`src/rtl/ccd_pixel_packer.sv`:
```
// ccd_pixel_packer: packs AD9826 pixel byte pairs into framed line packets for a tx FIFO (optional trailing XOR checksum byte with `PIXEL_CHECKSUM_EN)
module ccd_pixel_packer #(
  parameter int         BUF_AW   = 3,
  parameter logic [7:0] HDR_BYTE = 8'hC0,
  parameter logic [7:0] TRL_BYTE = 8'hC1
) (
  input  logic       clk,
  input  logic       rst,
  input  logic [7:0] ad_data,
  input  logic       ad_msb_valid,
  input  logic       ad_lsb_valid,
  input  logic       frame_start,
  input  logic       line_start,
  input  logic       line_end,
  input  logic       wfull,
  output logic [7:0] wdata,
  output logic       winc,
  output logic       busy,
  output logic       overflow,
  output logic       proto_err
);
  typedef enum logic [3:0] {
    IDLE, HDR, LN_MSB, LN_LSB, PIX_WAIT, PIX_MSB, PIX_LSB, TRL, CNT_MSB, CNT_LSB
`ifdef PIXEL_CHECKSUM_EN
    , CSUM
`endif
  } state_t;
  state_t            r_state, w_next;
  logic [BUF_AW:0]   r_wr, r_rd;
  logic [15:0]       r_mem [2**BUF_AW];
  logic [7:0]        r_hold;
  logic              r_msb_pend, r_end_pend;
  logic [15:0]       r_line, r_cnt;
  logic              r_ovf, r_perr;
  logic [7:0]        w_byte;
  logic              w_emit, w_idle, w_empty, w_full, w_pix, w_pop, w_push, w_drop, w_perr;
  logic [15:0]       w_head;
`ifdef PIXEL_CHECKSUM_EN
  logic [7:0]        r_csum;
`endif
  assign w_idle    = r_state == IDLE;
  assign w_empty   = r_wr == r_rd;
  assign w_full    = r_wr == {~r_rd[BUF_AW], r_rd[BUF_AW-1:0]};
  assign w_head    = r_mem[r_rd[BUF_AW-1:0]];
  assign winc      = w_emit & ~wfull;
  assign wdata     = w_emit ? w_byte : 8'h00;
  assign busy      = ~w_idle;
  assign overflow  = r_ovf;
  assign proto_err = r_perr;
  // A completed byte pair; pushes outside a packet are discarded silently.
  assign w_pix  = ad_lsb_valid & ~ad_msb_valid & r_msb_pend;
  assign w_pop  = winc & (r_state == PIX_LSB);
  // A simultaneous pop frees the slot, so a full buffer still accepts the push.
  assign w_push = w_pix & ~w_idle & (~w_full | w_pop);
  assign w_drop = w_pix & ~w_idle & w_full & ~w_pop;
  assign w_perr = (ad_msb_valid & ad_lsb_valid) | (ad_lsb_valid & ~ad_msb_valid & ~r_msb_pend) |
                  (line_end & w_idle) | ((line_start | frame_start) & ~w_idle);
  // Byte selection and next state; emitting states only advance when the byte is accepted.
  always_comb begin
    w_next = r_state;
    w_byte = 8'h00;
    w_emit = 1'b1;
    case (r_state)
      IDLE:     begin w_emit = 1'b0; w_next = line_start ? HDR : IDLE; end
      HDR:      begin w_byte = HDR_BYTE;     w_next = LN_MSB; end
      LN_MSB:   begin w_byte = r_line[15:8]; w_next = LN_LSB; end
      LN_LSB:   begin w_byte = r_line[7:0];  w_next = PIX_WAIT; end
      PIX_WAIT: begin w_emit = 1'b0; w_next = !w_empty ? PIX_MSB : r_end_pend ? TRL : PIX_WAIT; end
      PIX_MSB:  begin w_byte = w_head[15:8]; w_next = PIX_LSB; end
      PIX_LSB:  begin w_byte = w_head[7:0];  w_next = PIX_WAIT; end
      TRL:      begin w_byte = TRL_BYTE;     w_next = CNT_MSB; end
      CNT_MSB:  begin w_byte = r_cnt[15:8];  w_next = CNT_LSB; end
`ifdef PIXEL_CHECKSUM_EN
      CNT_LSB:  begin w_byte = r_cnt[7:0];   w_next = CSUM; end
      CSUM:     begin w_byte = r_csum;       w_next = IDLE; end
`else
      CNT_LSB:  begin w_byte = r_cnt[7:0];   w_next = IDLE; end
`endif
      default:  begin w_emit = 1'b0; w_next = IDLE; end
    endcase
    if (w_emit & wfull) w_next = r_state;
  end
  // State register.
  always_ff @(posedge clk or posedge rst)
    if (rst) r_state <= IDLE;
    else     r_state <= w_next;
  // Pixel storage; contents need no reset since the pointers define validity.
  always_ff @(posedge clk)
    if (w_push) r_mem[r_wr[BUF_AW-1:0]] <= {r_hold, ad_data};
  // Capture, buffer pointers, packet counters and sticky flags.
  always_ff @(posedge clk or posedge rst)
    if (rst) begin
      r_wr       <= '0;
      r_rd       <= '0;
      r_hold     <= '0;
      r_msb_pend <= 1'b0;
      r_end_pend <= 1'b0;
      r_line     <= '0;
      r_cnt      <= '0;
      r_ovf      <= 1'b0;
      r_perr     <= 1'b0;
    end else begin
      if (ad_msb_valid & ~ad_lsb_valid) begin
        r_hold     <= ad_data;
        r_msb_pend <= 1'b1;
      end else if (ad_lsb_valid & ~ad_msb_valid) r_msb_pend <= 1'b0;
      if (w_push) r_wr <= r_wr + 1'b1;
      if (w_pop) begin
        r_rd  <= r_rd + 1'b1;
        r_cnt <= r_cnt + 16'd1;
      end
      if (w_idle & line_start) begin
        r_cnt      <= '0;
        r_end_pend <= 1'b0;
      end else if (~w_idle & line_end) r_end_pend <= 1'b1;
      if (w_idle & frame_start) r_line <= '0;
      else if (winc & (r_state == CNT_LSB)) r_line <= r_line + 16'd1;
      if (w_drop) r_ovf <= 1'b1;
      if (w_perr) r_perr <= 1'b1;
    end
`ifdef PIXEL_CHECKSUM_EN
  // Running XOR of every accepted packet byte, consumed by the checksum byte.
  always_ff @(posedge clk or posedge rst)
    if (rst) r_csum <= '0;
    else if (winc) r_csum <= (r_state == CSUM) ? 8'h00 : r_csum ^ wdata;
`endif
endmodule

```
`config.mk`:
```
export PLATFORM = sky130hd
export DESIGN_NAME = ccd_pixel_packer
export DESIGN_NICKNAME = d
export VERILOG_FILES = /design/src/rtl/ccd_pixel_packer.sv
export SDC_FILE = /design/constraint.sdc
export NUM_CORES = 1
export LEC_CHECK = 0
export ABC_AREA = 1
export ABC_CLOCK_PERIOD_IN_PS = 3400
export BUFFER_PORTS_ARGS = -buffer_cell sky130_fd_sc_hd__buf_2
export CORE_ASPECT_RATIO = 1.2
export CORE_MARGIN = 4
export CORE_UTILIZATION = 62
export CTS_CLUSTER_DIAMETER = 50
export DETAILED_ROUTE_END_ITERATION = 7
export GPL_TIMING_DRIVEN = 0
export PLACE_DENSITY = 0.84
export SYNTH_ARGS = -nofsm -noshare
export SYNTH_HDL_FRONTEND = slang
export SYNTH_SLANG_ARGS = --single-unit
```
`constraint.sdc`:
```
create_clock -name clk -period 3.4 [get_ports clk]
set_clock_uncertainty 0.2 [all_clocks]
set_input_delay 0.17 -clock clk [delete_from_list [all_inputs] [get_ports clk]]
set_output_delay 0.17 -clock clk [all_outputs]
set_load 0.02 [all_outputs]
```
==> results of run 1 <==
==> metrics by stage <==
step	hold slack [ps]	total power, W	util
after floorplan	55.7	0.00433	-
after global placement	214	0.00495	0.654
after detailed placement	63.5	0.00507	0.666
after CTS	21.5	0.00715	0.724
after global routing	53.5	0.00752	0.724
final	33.1	0.00721	0.724
==> per-layer routing <==
metal | share of wire | track usage | vias up
li1 | - | - | 3231
met1 | 0.37 | 0.367 | 3428
met2 | 0.50 | 0.494 | 448
met3 | 0.089 | 0.0633 | 98
met4 | 0.049 | 0.158 | 0
met5 | 0 | 0 | -
==> Yosys cell counts (all sizes together), types with 6 or more instances <==
cell / n / area [um^2]
dfrtp: 56 / 1400
nor2: 193 / 769
a21oi: 14 / 70.1
nor3: 6 / 30.0
mux2: 8 / 90.1
inv: 63 / 239
edfxtp: 128 / 3840
buf: 23 / 121
nand4: 20 / 125
nand2: 190 / 776
o22ai: 7 / 43.8
nand3: 91 / 478
clkbuf: 8 / 30.0
xor2: 8 / 70.1
o21ai: 86 / 430
ha: 7 / 87.6
==> power groups by stage <==
stage	Combinational, W	Sequential, W	Clock, W
after floorplan	0.00161	0.00271	0
after global placement	0.00222	0.00274	0
after detailed placement	0.00233	0.00274	0
after CTS	0.00241	0.00270	0.00204
after global routing	0.00267	0.00272	0.00213
final	0.00247	0.00271	0.00204
==> cells by family after synthesis <==
| kind of cell | share of synthesized area |
|---|---|
| AO/OA/AOI/OAI | 0.0656 |
| XOR/XNOR | 0.00911 |
| flip-flops | 0.606 |
| adder cells (fa/ha/maj) | 0.0101 |
| multiplexers | 0.0104 |
| buffers and inverters | 0.0455 |
| AND/OR/NAND/NOR | 0.253 |
==> sequential cells by signal, indices dropped and copies added (netlist names) <==
register    flops
r_mem         128
r_cnt          16
r_line         16
r_hold          8
r_rd            4
r_state         4
r_wr            4
overflow        1
proto_err       1
r_end_pend      1
r_msb_pend      1
==> worst max-delay path by stage <==
stage,from,endpoint,depth (start not counted)
after floorplan,r_state[3],r_mem[2][0],7
after global placement,r_state[3],r_mem[6][2],7
after detailed placement,r_state[3],r_mem[4][0],8
after CTS,r_rd[0],wdata[1],8
after global routing,r_rd[0],wdata[0],8
final,r_rd[0],wdata[0],8
==> final cells by class <==
| cell class | instances | area, um^2 |
|---|---|---|
| Timing Repair Buffer | 54 | 455 |
| Fill cell | 969 | 3800 |
| Clock inverter | 15 | 185 |
| Inverter | 64 | 243 |
| Tap cell | 171 | 214 |
| Sequential cell | 184 | 5250 |
| Multi-Input combinational cell | 636 | 3040 |
| Buffer | 31 | 151 |
| Clock buffer | 17 | 425 |
==> worst max-delay path, cell delays in order (launching register included) <==
cell                       delay (ps)
sky130_fd_sc_hd__dfrtp_1          480
sky130_fd_sc_hd__inv_2             90
sky130_fd_sc_hd__buf_2            280
sky130_fd_sc_hd__clkbuf_1         490
sky130_fd_sc_hd__o21ai_0          270
sky130_fd_sc_hd__nand3_1          170
sky130_fd_sc_hd__nand3_1          130
sky130_fd_sc_hd__nand3_1          160
sky130_fd_sc_hd__buf_2            170
==> timing repair <==
action / CTS / global route
hold endpoints to repair: 117 / 0
hold buffers: 18 / 0
gates resized for setup: 0 / 0
==> results.md, run 1 <==
* Post-Route Setup TNS at 0 ps
* Static power due to leakage at about 4 nW
* Vias in the first global route at about 7,000
* Tmin final at a little over 3000 ps
* Internal cell power at about 0.0044 W
* # DRC at 0
* Data arrival time at the worst-slack endpoint at 2670 ps
* Global-route wire length before repair at around 36,000 um
* Number of buffers on the longest clock path at 2
* Die outline area at around 0.016 mm^2
* Synthesized net count at ~940
* Initial cell density of the core at 0.629
* Share of layout cells above drive strength 1 at 0.134
* RSZ-0062 raised after global routing: false
* Share of the cycle needed by the critical path after routing at 0.893
* Worst slack at placement at around 750 ps
* Portion of the post-synthesis area used by sequential elements at 0.606
* Setup crit end kind: output pin
* Tightest Pin Transition at about 840 ps
* Count of antenna-violating nets left after detailed routing at 0
* EDFF count, synth at ~130
* Final setup violating endpoints at 0
* Area of the core at roughly 0.014 mm^2
* Number of buffers created by CTS at 17
* Slew margin rel. at 0.440
* Leading cell types in the layout, fill and taps excluded: 179 x sky130_fd_sc_hd__nor2_1, 179 x sky130_fd_sc_hd__nand2_1, 128 x sky130_fd_sc_hd__edfxtp_1
* Number of vias after detailed routing at between 7,000 and 8,000
* CTS tree: yes
* Hold Path End: r_msb_pend
* Synthesis-to-finish area growth at 15.0%
* Synth async-reset ratio at 0.304
* Gate power share at 0.342
* Clock Tree Root: sky130_fd_sc_hd__clkbuf_16
* Placed cell area at slightly above 0.009 mm^2
* Buffers added on ports at 27
* Netlist Area Pre-Place at slightly below 0.009 mm^2
* Area of all placed cells without fillers at roughly 0.01 mm^2
* Number of nets in the layout at a little over 1,000
* Clock latency of the later-clocked register in the worst-skew pair at around 430 ps
* Final global-route overflow total at 0
* Type of the most critical hold path: in -> reg
* Power spent charging and discharging nets at 0.00280 W
* Startpoint Class: flip-flop
* Number of clock sinks seen by CTS at between 150 and 200
* Postcts setup bufs at 0
* Drt first pass iters at 6
* Relative contribution of the clock network to total power at 0.283
* Critical path data required time at between 3000 and 4000 ps
* Die Y-Extent at around 140 um
* Post-detailed-placement half-perimeter wirelength at approximately 15,000 um
* Hold Crit Start: ad_msb_valid
* Maximum vdd drop at 0.000502 V
* Worst setup path class: reg -> out
* Slack of the worst reg-to-reg path at 690 ps
* Worst r2r dst: r_mem[4][5]
* Max-cap viol count at 0
* Number of placement rows at 47
* Mapped Avg Cell Area at about 9.5 um^2
* Count of final max-slew check failures at 0
* Switching share of power at 0.388
* Maximum fanout along the worst path at 10
* Run status: complete, no violations
* Routed wire length at 23,000 um
* FF-to-FF Start: r_state[3]
* Global-route usage over all layers at 0.298
* Synth Register Bits at ~180
* Die X-Extent at approximately 120 um
* Vias per inst at 6.15
* Syn Inst Count at between 900 and 1,000
* Number of diodes at 0
* Antenna violations before repair at 0
* Commonest register cell after synthesis: sky130_fd_sc_hd__edfxtp_1
* CTS clock-pin slew for the worst setup and hold paths at 70 ps
* Number of non-filler instances in the completed layout at between 1,000 and 1,500
* Highest clock frequency the design can meet at about 330 MHz
* Number of library cell types mapped by synthesis at 33
* H-Tree Depth at 4
* Final WS setup at roughly 360 ps
* R2R cell count at 8
* First-iteration detailed-routing DRC count at approximately 960
* Maximum number of pins on one net before global-route repair at 33
* Final hold violation count at 0
* Worst hold path depth at 5
* Sequential group share of total power at 0.375
* Per-cell routed wire length at around 20 um
* Power density relative to cell area at roughly 720 mW/mm^2
* Final weighted congestion in routability-driven placement at ~0.94
* Number of placed cells counting well taps at between 1,000 and 1,500
* Synthesis Warnings at 0
* Number of ports placed on the die boundary at 28
Note: power is estimated with default switching activity, not from simulation.
==> inputs of run 2 (changes only) <==
BUFFER_PORTS_ARGS = -buffer_cell sky130_fd_sc_hd__buf_4   (was -buffer_cell sky130_fd_sc_hd__buf_2)
CELL_PAD_IN_SITES_DETAIL_PLACEMENT = 0   (was unset)
CELL_PAD_IN_SITES_GLOBAL_PLACEMENT = 1   (was unset)
CORE_UTILIZATION = 49   (was 62)
==> results.md, run 2 (synthesized netlist as in run 1, its figures left out) <==
* Count of final max-slew check failures at 0 (unchanged)
* Vias in the first global route at 6,657 (was 6,885)
* Number of buffers on the longest clock path at 2 (unchanged)
* Layout Utilization at 0.579 (was 0.724)
* Maximum vdd drop at 0.000279 V (was 0.000502 V)
* R2R cell count at 8 (unchanged)
* Final global-route overflow total at 0 (unchanged)
* Type of the most critical hold path: in -> reg (unchanged)
* First-iteration detailed-routing DRC count at 621 (was 963)
* Number of buffers created by CTS at 17 (unchanged)
* Setup crit end kind: output pin (unchanged)
* Worst hold path depth at 5 (unchanged)
* H-Tree Depth at 4 (unchanged)
* Maximum fanout along the worst path at 10 (unchanged)
* Share of the cycle needed by the critical path after routing at 0.847 (was 0.893)
* Clock Tree Root: sky130_fd_sc_hd__clkbuf_16 (unchanged)
* Die X-Extent at 129 um (was 116 um)
* Number of diodes at 0 (unchanged)
* Worst setup path class: reg -> out (unchanged)
* # DRC at 0 (unchanged)
* Global-route wire length before repair at 35,700 um (was 35,800 um)
* CTS tree: yes (unchanged)
* Cells along the critical path: inv_2 > buf_2 > clkbuf_1 > o21ai_0 > nand3_1 > nand3_1 > nand3_1 > buf_4 (was inv_2 > buf_2 > clkbuf_1 > o21ai_0 > nand3_1 > nand3_1 > nand3_1 > buf_2)
* Placed cell area at 0.00931 mm^2 (was 0.00917 mm^2)
* Number of nets in the layout at 1,011 (unchanged)
* Post-detailed-placement half-perimeter wirelength at 15,600 um (was 15,000 um)
* Number of vias after detailed routing at 6,669 (was 7,205)
* Area of the core at 0.0174 mm^2 (was 0.0138 mm^2)
* Global-route usage over all layers at 0.238 (was 0.298)
* Area of all placed cells without fillers at 0.0101 mm^2 (was 0.00996 mm^2)
* RSZ-0062 raised after global routing: false (unchanged)
* Buffers added on ports at 27 (unchanged)
* Die outline area at 0.0199 mm^2 (was 0.0159 mm^2)
* Worst path most repeated cell: sky130_fd_sc_hd__nand3_1 (unchanged)
* Maximum number of pins on one net before global-route repair at 30 (was 33)
* Hold Crit Start: ad_msb_valid (unchanged)
* Final setup violating endpoints at 0 (unchanged)
* Number of placement rows at 53 (was 47)
* Final hold violation count at 0 (unchanged)
* Antenna violations before repair at 1 (was 0)
* Static power due to leakage at 3.98 nW (about the same)
* Leading cell types in the layout, fill and taps excluded: 179 x sky130_fd_sc_hd__nor2_1, 179 x sky130_fd_sc_hd__nand2_1, 128 x sky130_fd_sc_hd__edfxtp_1 (unchanged)
* Routed wire length at 22,800 um (was 23,000 um)
* Vias per inst at 5.46 (was 6.15)
* CTS clock-pin slew for the worst setup and hold paths at 70 ps (about the same)
* Tightest Pin Transition at 866 ps (was 837 ps)
* Number of resized instances in the post-cts repair step at 0 (unchanged)
* Critical path data required time at 3030 ps (about the same)
* Power density relative to cell area at 714 mW/mm^2 (was 724 mW/mm^2)
* Per-cell routed wire length at 18.7 um (was 19.7 um)
* Slew margin rel. at 0.421 (was 0.440)
* Drt first pass iters at 5 (was 6)
* Slack of the worst reg-to-reg path at 610 ps (was 690 ps)
* Critical path's largest stage delay at 540 ps (was 490 ps)
* Highest clock frequency the design can meet at 347 MHz (was 329 MHz)
* FF-to-FF Start: r_state[3] (unchanged)
* Share of layout cells above drive strength 1 at 0.133 (was 0.134)
* Max FFs per register at 128 (unchanged)
* Synthesis-to-finish area growth at 16.7% (was 15.0%)
* Crit path max-delay cell type: sky130_fd_sc_hd__clkbuf_1 (unchanged)
* Hold Path End: r_msb_pend (unchanged)
* Tmin final at 2880 ps (was 3040 ps)
* Worst r2r dst: r_mem[2][4] (was r_mem[4][5])
* Data arrival time at the worst-slack endpoint at 2510 ps (was 2670 ps)
* Startpoint Class: flip-flop (unchanged)
* Final weighted congestion in routability-driven placement at 0.901 (was 0.941)
* Count of antenna-violating nets left after detailed routing at 0 (unchanged)
* Max-cap viol count at 0 (unchanged)
* Run status: complete, no violations (unchanged)
* Clock latency of the later-clocked register in the worst-skew pair at 430 ps (about the same)
* Number of ports placed on the die boundary at 28 (unchanged)
* Die Y-Extent at 154 um (was 137 um)
* Number of clock sinks seen by CTS at 184 (unchanged)
* Initial cell density of the core at 0.496 (was 0.629)
==> run 2: changes by cell type in the layout (fill, tap and decap cells not counted), sizes merged <==
cell / before / now
clkinvlp: 0 / 4
clkbuf: 25 / 26
clkinv: 7 / 1
bufinv: 2 / 3
==> run 2: worst max path at each step <==
stage          startpoint          end  slack, ps  cells after the start
3_5_place_dp   r_state[3]  r_mem[2][2]        590                      8
4_1_cts           r_rd[0]     wdata[7]        510                      8
5_1_grt           r_rd[0]     wdata[7]        350                      8
3_3_place_gp   r_state[3]  r_mem[6][2]       -110                      7
6_report          r_rd[0]     wdata[7]        520                      8
2_1_floorplan  r_state[3]  r_mem[2][0]        950                      7
==> run 2: timing repair <==
action                    in CTS  in global routing
buffers inserted               0                  0
hold endpoints to repair     123                  0
hold buffers                  18                  0
==> run 2: area by class of cell <==
type	instances	area (um^2)
Fill cell	1546	7340
Sequential cell	184	5250
Multi-Input combinational cell	636	3040
Timing Repair Buffer	54	536
Clock buffer	18	429
Tap cell	220	275
Inverter	64	243
Clock inverter	14	184
Buffer	31	151
==> run 2: worst max-delay path, delay by kind of cell (launching register included) <==
kind	cells	cell delay, ps
and+or+nand+nor	3	400
buffers and inverters	4	1010
AOI/OAI and AO/OA	1	220
DFF	1	450
==> run 2: where the power goes <==
part	switching, W	leakage, nW	internal, W
clock network	0.000885	0.287	0.00118
logic	0.00169	1.81	0.000758
registers	0.000123	1.89	0.00258
total	0.00270	3.98	0.00451
==> run 2: metrics by stage <==
step / hold slack (ps) / setup TNS (ps) / instances / worst slack [ps] / total power, W
global route: 109 / 0 / 1221 / 355 / 0.00760
CTS: 18.5 / 0 / 1221 / 509 / 0.00723
finish: 31.6 / 0 / 1221 / 519 / 0.00721
floorplan: 55.7 / 0 / 915 / 953 / 0.00433
detailed placement: 123 / 0 / 1171 / 593 / 0.00516
global placement: 191 / -7540 / 1162 / -108 / 0.00511
==> run 2: layer usage <==
| layer | GRT usage | routed length (um) | part of all wire | vias to the layer above |
|---|---|---|---|---|
| met5 | 0 | 13 | 0.00057 | - |
| met4 | 0.0795 | 638 | 0.028 | 2 |
| met3 | 0.0400 | 1240 | 0.054 | 51 |
| met2 | 0.428 | 12200 | 0.53 | 225 |
| met1 | 0.288 | 8730 | 0.38 | 3148 |
| li1 | - | - | - | 3243 |
==> inputs of run 3 (changes only) <==
ABC_CLOCK_PERIOD_IN_PS = 2900   (was 3400)
clock period = 2.9 ns   (was 3.4 ns; I/O delays follow)
==> results.md, run 3 (synthesized netlist as in run 1, its figures left out) <==
* Per-cell routed wire length at 18.8 um (was 18.7 um)
* Number of placement rows at 53 (unchanged)
* Global-route wire length before repair at 35,800 um (was 35,700 um)
* Share of the cycle needed by the critical path after routing at 0.938
* Die outline area at 0.0199 mm^2 (unchanged)
* Worst path most repeated cell: sky130_fd_sc_hd__nand3_1 (unchanged)
* Vias per inst at 5.42 (was 5.46)
* Initial cell density of the core at 0.496 (unchanged)
* Max-cap viol count at 0 (unchanged)
* Clock Tree Root: sky130_fd_sc_hd__clkbuf_16 (unchanged)
* Number of non-filler instances in the completed layout at 1,222 (was 1,221)
* Antenna violations before repair at 0 (was 1)
* Worst hold slack across all endpoints at 60.5 ps (was 31.6 ps)
* Number of clock sinks seen by CTS at 184 (unchanged)
* Final WS setup at 181 ps (was 519 ps)
* Postcts setup bufs at 0 (unchanged)
* Highest clock frequency the design can meet at roughly 370 MHz
* Slew margin rel. at 0.455 (was 0.421)
* Type of the most critical hold path: in -> reg (unchanged)
* Static power due to leakage at 4.00 nW (was 3.98 nW)
* Routing usage on met3 at 0.0400 (unchanged)
* Met2 track demand over resource at 0.429 (was 0.428)
* Fillers at 1,543 (was 1,546)
* First-iteration detailed-routing DRC count at 593 (was 621)
* Worst setup path class: reg -> out (unchanged)
* Maximum number of pins on one net before global-route repair at 30 (unchanged)
* Grt peak-use layer: met2 (unchanged)
* Max FFs per register at 128 (unchanged)
* Final weighted congestion in routability-driven placement at 0.901 (unchanged)
* Die X-Extent at 129 um (unchanged)
* Number of nets in the layout at 1,012 (was 1,011)
* H-Tree Depth at 4 (unchanged)
* Power density relative to cell area at 839 mW/mm^2 (was 714 mW/mm^2)
* Tightest Pin Transition at 815 ps (was 866 ps)
* R2R cell count at 8 (unchanged)
* Setup crit end kind: output pin (unchanged)
* Worst slack at placement at 93.4 ps (was 593 ps)
* Global-route usage over all layers at 0.239 (was 0.238)
* Cells along the critical path: inv_2 > nand2_1 > nor2_1 > nand3_1 > nand3_1 > buf_4 (was inv_2 > buf_2 > clkbuf_1 > o21ai_0 > nand3_1 > nand3_1 > nand3_1 > buf_4)
* Met1 Resource Use GR at 0.288 (about the same)
* Crit path max-delay cell type: sky130_fd_sc_hd__nor2_1 (was sky130_fd_sc_hd__clkbuf_1)
* Number of ports placed on the die boundary at 28 (unchanged)
* Buffers added on ports at 27 (unchanged)
* Run status: complete, no violations (unchanged)
* CTS clock-pin slew for the worst setup and hold paths at 70 ps (about the same)
* Startpoint Class: flip-flop (unchanged)
* Count of antenna-violating nets left after detailed routing at 0 (unchanged)
* Synthesis-to-finish area growth at 17.0% (was 16.7%)
* Number of buffers on the longest clock path at 2 (unchanged)
* Worst hold path depth at 5 (unchanged)
* CTS tree: yes (unchanged)
* Vias in the first global route at 6,663 (was 6,657)
* # DRC at 0 (unchanged)
* Drt first pass iters at 5 (unchanged)
* Number of diodes at 0 (unchanged)
* Tmin final at about 2700 ps
* Post-detailed-placement half-perimeter wirelength at 15,600 um (unchanged)
* RSZ-0062 raised after global routing: false (unchanged)
* Final hold violation count at 0 (unchanged)
* Number of buffers created by CTS at 17 (unchanged)
* Number of vias after detailed routing at 6,618 (was 6,669)
* Share of layout cells above drive strength 1 at 0.138 (was 0.133)
* Layout Utilization at 0.581 (was 0.579)
* Post-Route Setup TNS at 0 ps (unchanged)
* Final global-route overflow total at 0 (unchanged)
* Count of final max-slew check failures at 0 (unchanged)
* Die Y-Extent at 154 um (unchanged)
* Leading cell types in the layout, fill and taps excluded: 179 x sky130_fd_sc_hd__nor2_1, 179 x sky130_fd_sc_hd__nand2_1, 128 x sky130_fd_sc_hd__edfxtp_1 (unchanged)
* Maximum vdd drop at 0.000329 V (was 0.000279 V)
* Maximum fanout along the worst path at 8 (was 10)
* Critical path data required time at 2560 ps (was 3030 ps)
* Final setup violating endpoints at 0 (unchanged)
* Routed wire length at 23,000 um (was 22,800 um)
* Data arrival time at the worst-slack endpoint at 2370 ps (was 2510 ps)
* Area of the core at 0.0174 mm^2 (unchanged)
* Number of placed cells counting well taps at 1,171 (unchanged)
* Critical path's largest stage delay at 650 ps (was 540 ps)
* Clock latency of the later-clocked register in the worst-skew pair at 430 ps (about the same)
==> run 3: cell types whose count changed in the layout (fill, tap and decap cells not counted) <==
cell / change
sky130_fd_sc_hd__nor3_1: -1
sky130_fd_sc_hd__clkbuf_1: -4
sky130_fd_sc_hd__nor2_4: +1
sky130_fd_sc_hd__clkbuf_2: +4
sky130_fd_sc_hd__nor2_2: -1
sky130_fd_sc_hd__dlygate4sd3_1: +1
sky130_fd_sc_hd__nor3_2: +1
==> run 3: worst paths after layout <==
path | from | end | slack [ps]
min in group asynchronous | rst | r_line[0] | 180
max | r_state[1] | wdata[1] | 180
max reg2reg | r_state[3] | r_mem[6][4] | 210
min | ad_msb_valid | overflow | 60
min reg2reg | overflow | overflow | 290
max in group asynchronous | rst | r_cnt[0] | 1730
==> run 3: metal layers <==
layer,routed length (um),vias up
li1,-,3247
met1,8800,3116
met2,12300,214
met3,1220,41
met4,612,0
met5,0,-
==> run 3: layout make-up <==
type	instances	area, um^2	area share
clock inverters	14	184	0.0182
repair buffers	55	546	0.0539
plain buffers	31	156	0.0154
clock buffers	18	429	0.0424
multi-input cells	636	3050	0.301
well taps	220	275	0.0272
flip-flops and latches	184	5250	0.518
inverters	64	243	0.0240
==> run 3: what timing repair did <==
item	in CTS	in global routing
setup endpoints to repair	0	16
endpoints found under the hold margin	127	0
resized for setup	0	10
hold buffers	19	0
==> run 3: metrics by stage <==
step                instance area, um^2  total power (W)
floorplan                          8660          0.00507
global placement                   9140          0.00599
detailed placement                 9310          0.00605
CTS                               10100          0.00848
global route                      10100          0.00893
finish                            10100          0.00849
==> run 3: power by group <==
part           switching [W]  leakage (nW)  internal, W
combinational        0.00201          1.83     0.000902
sequential          0.000143          1.89      0.00302
clock                0.00104         0.287      0.00138
==> run 3: worst max-delay path: cells and delay by family (launching register included) <==
kind          cells  cell delay [ps]
simple gates      4             1220
flops             1              470
buf+inv           2              260
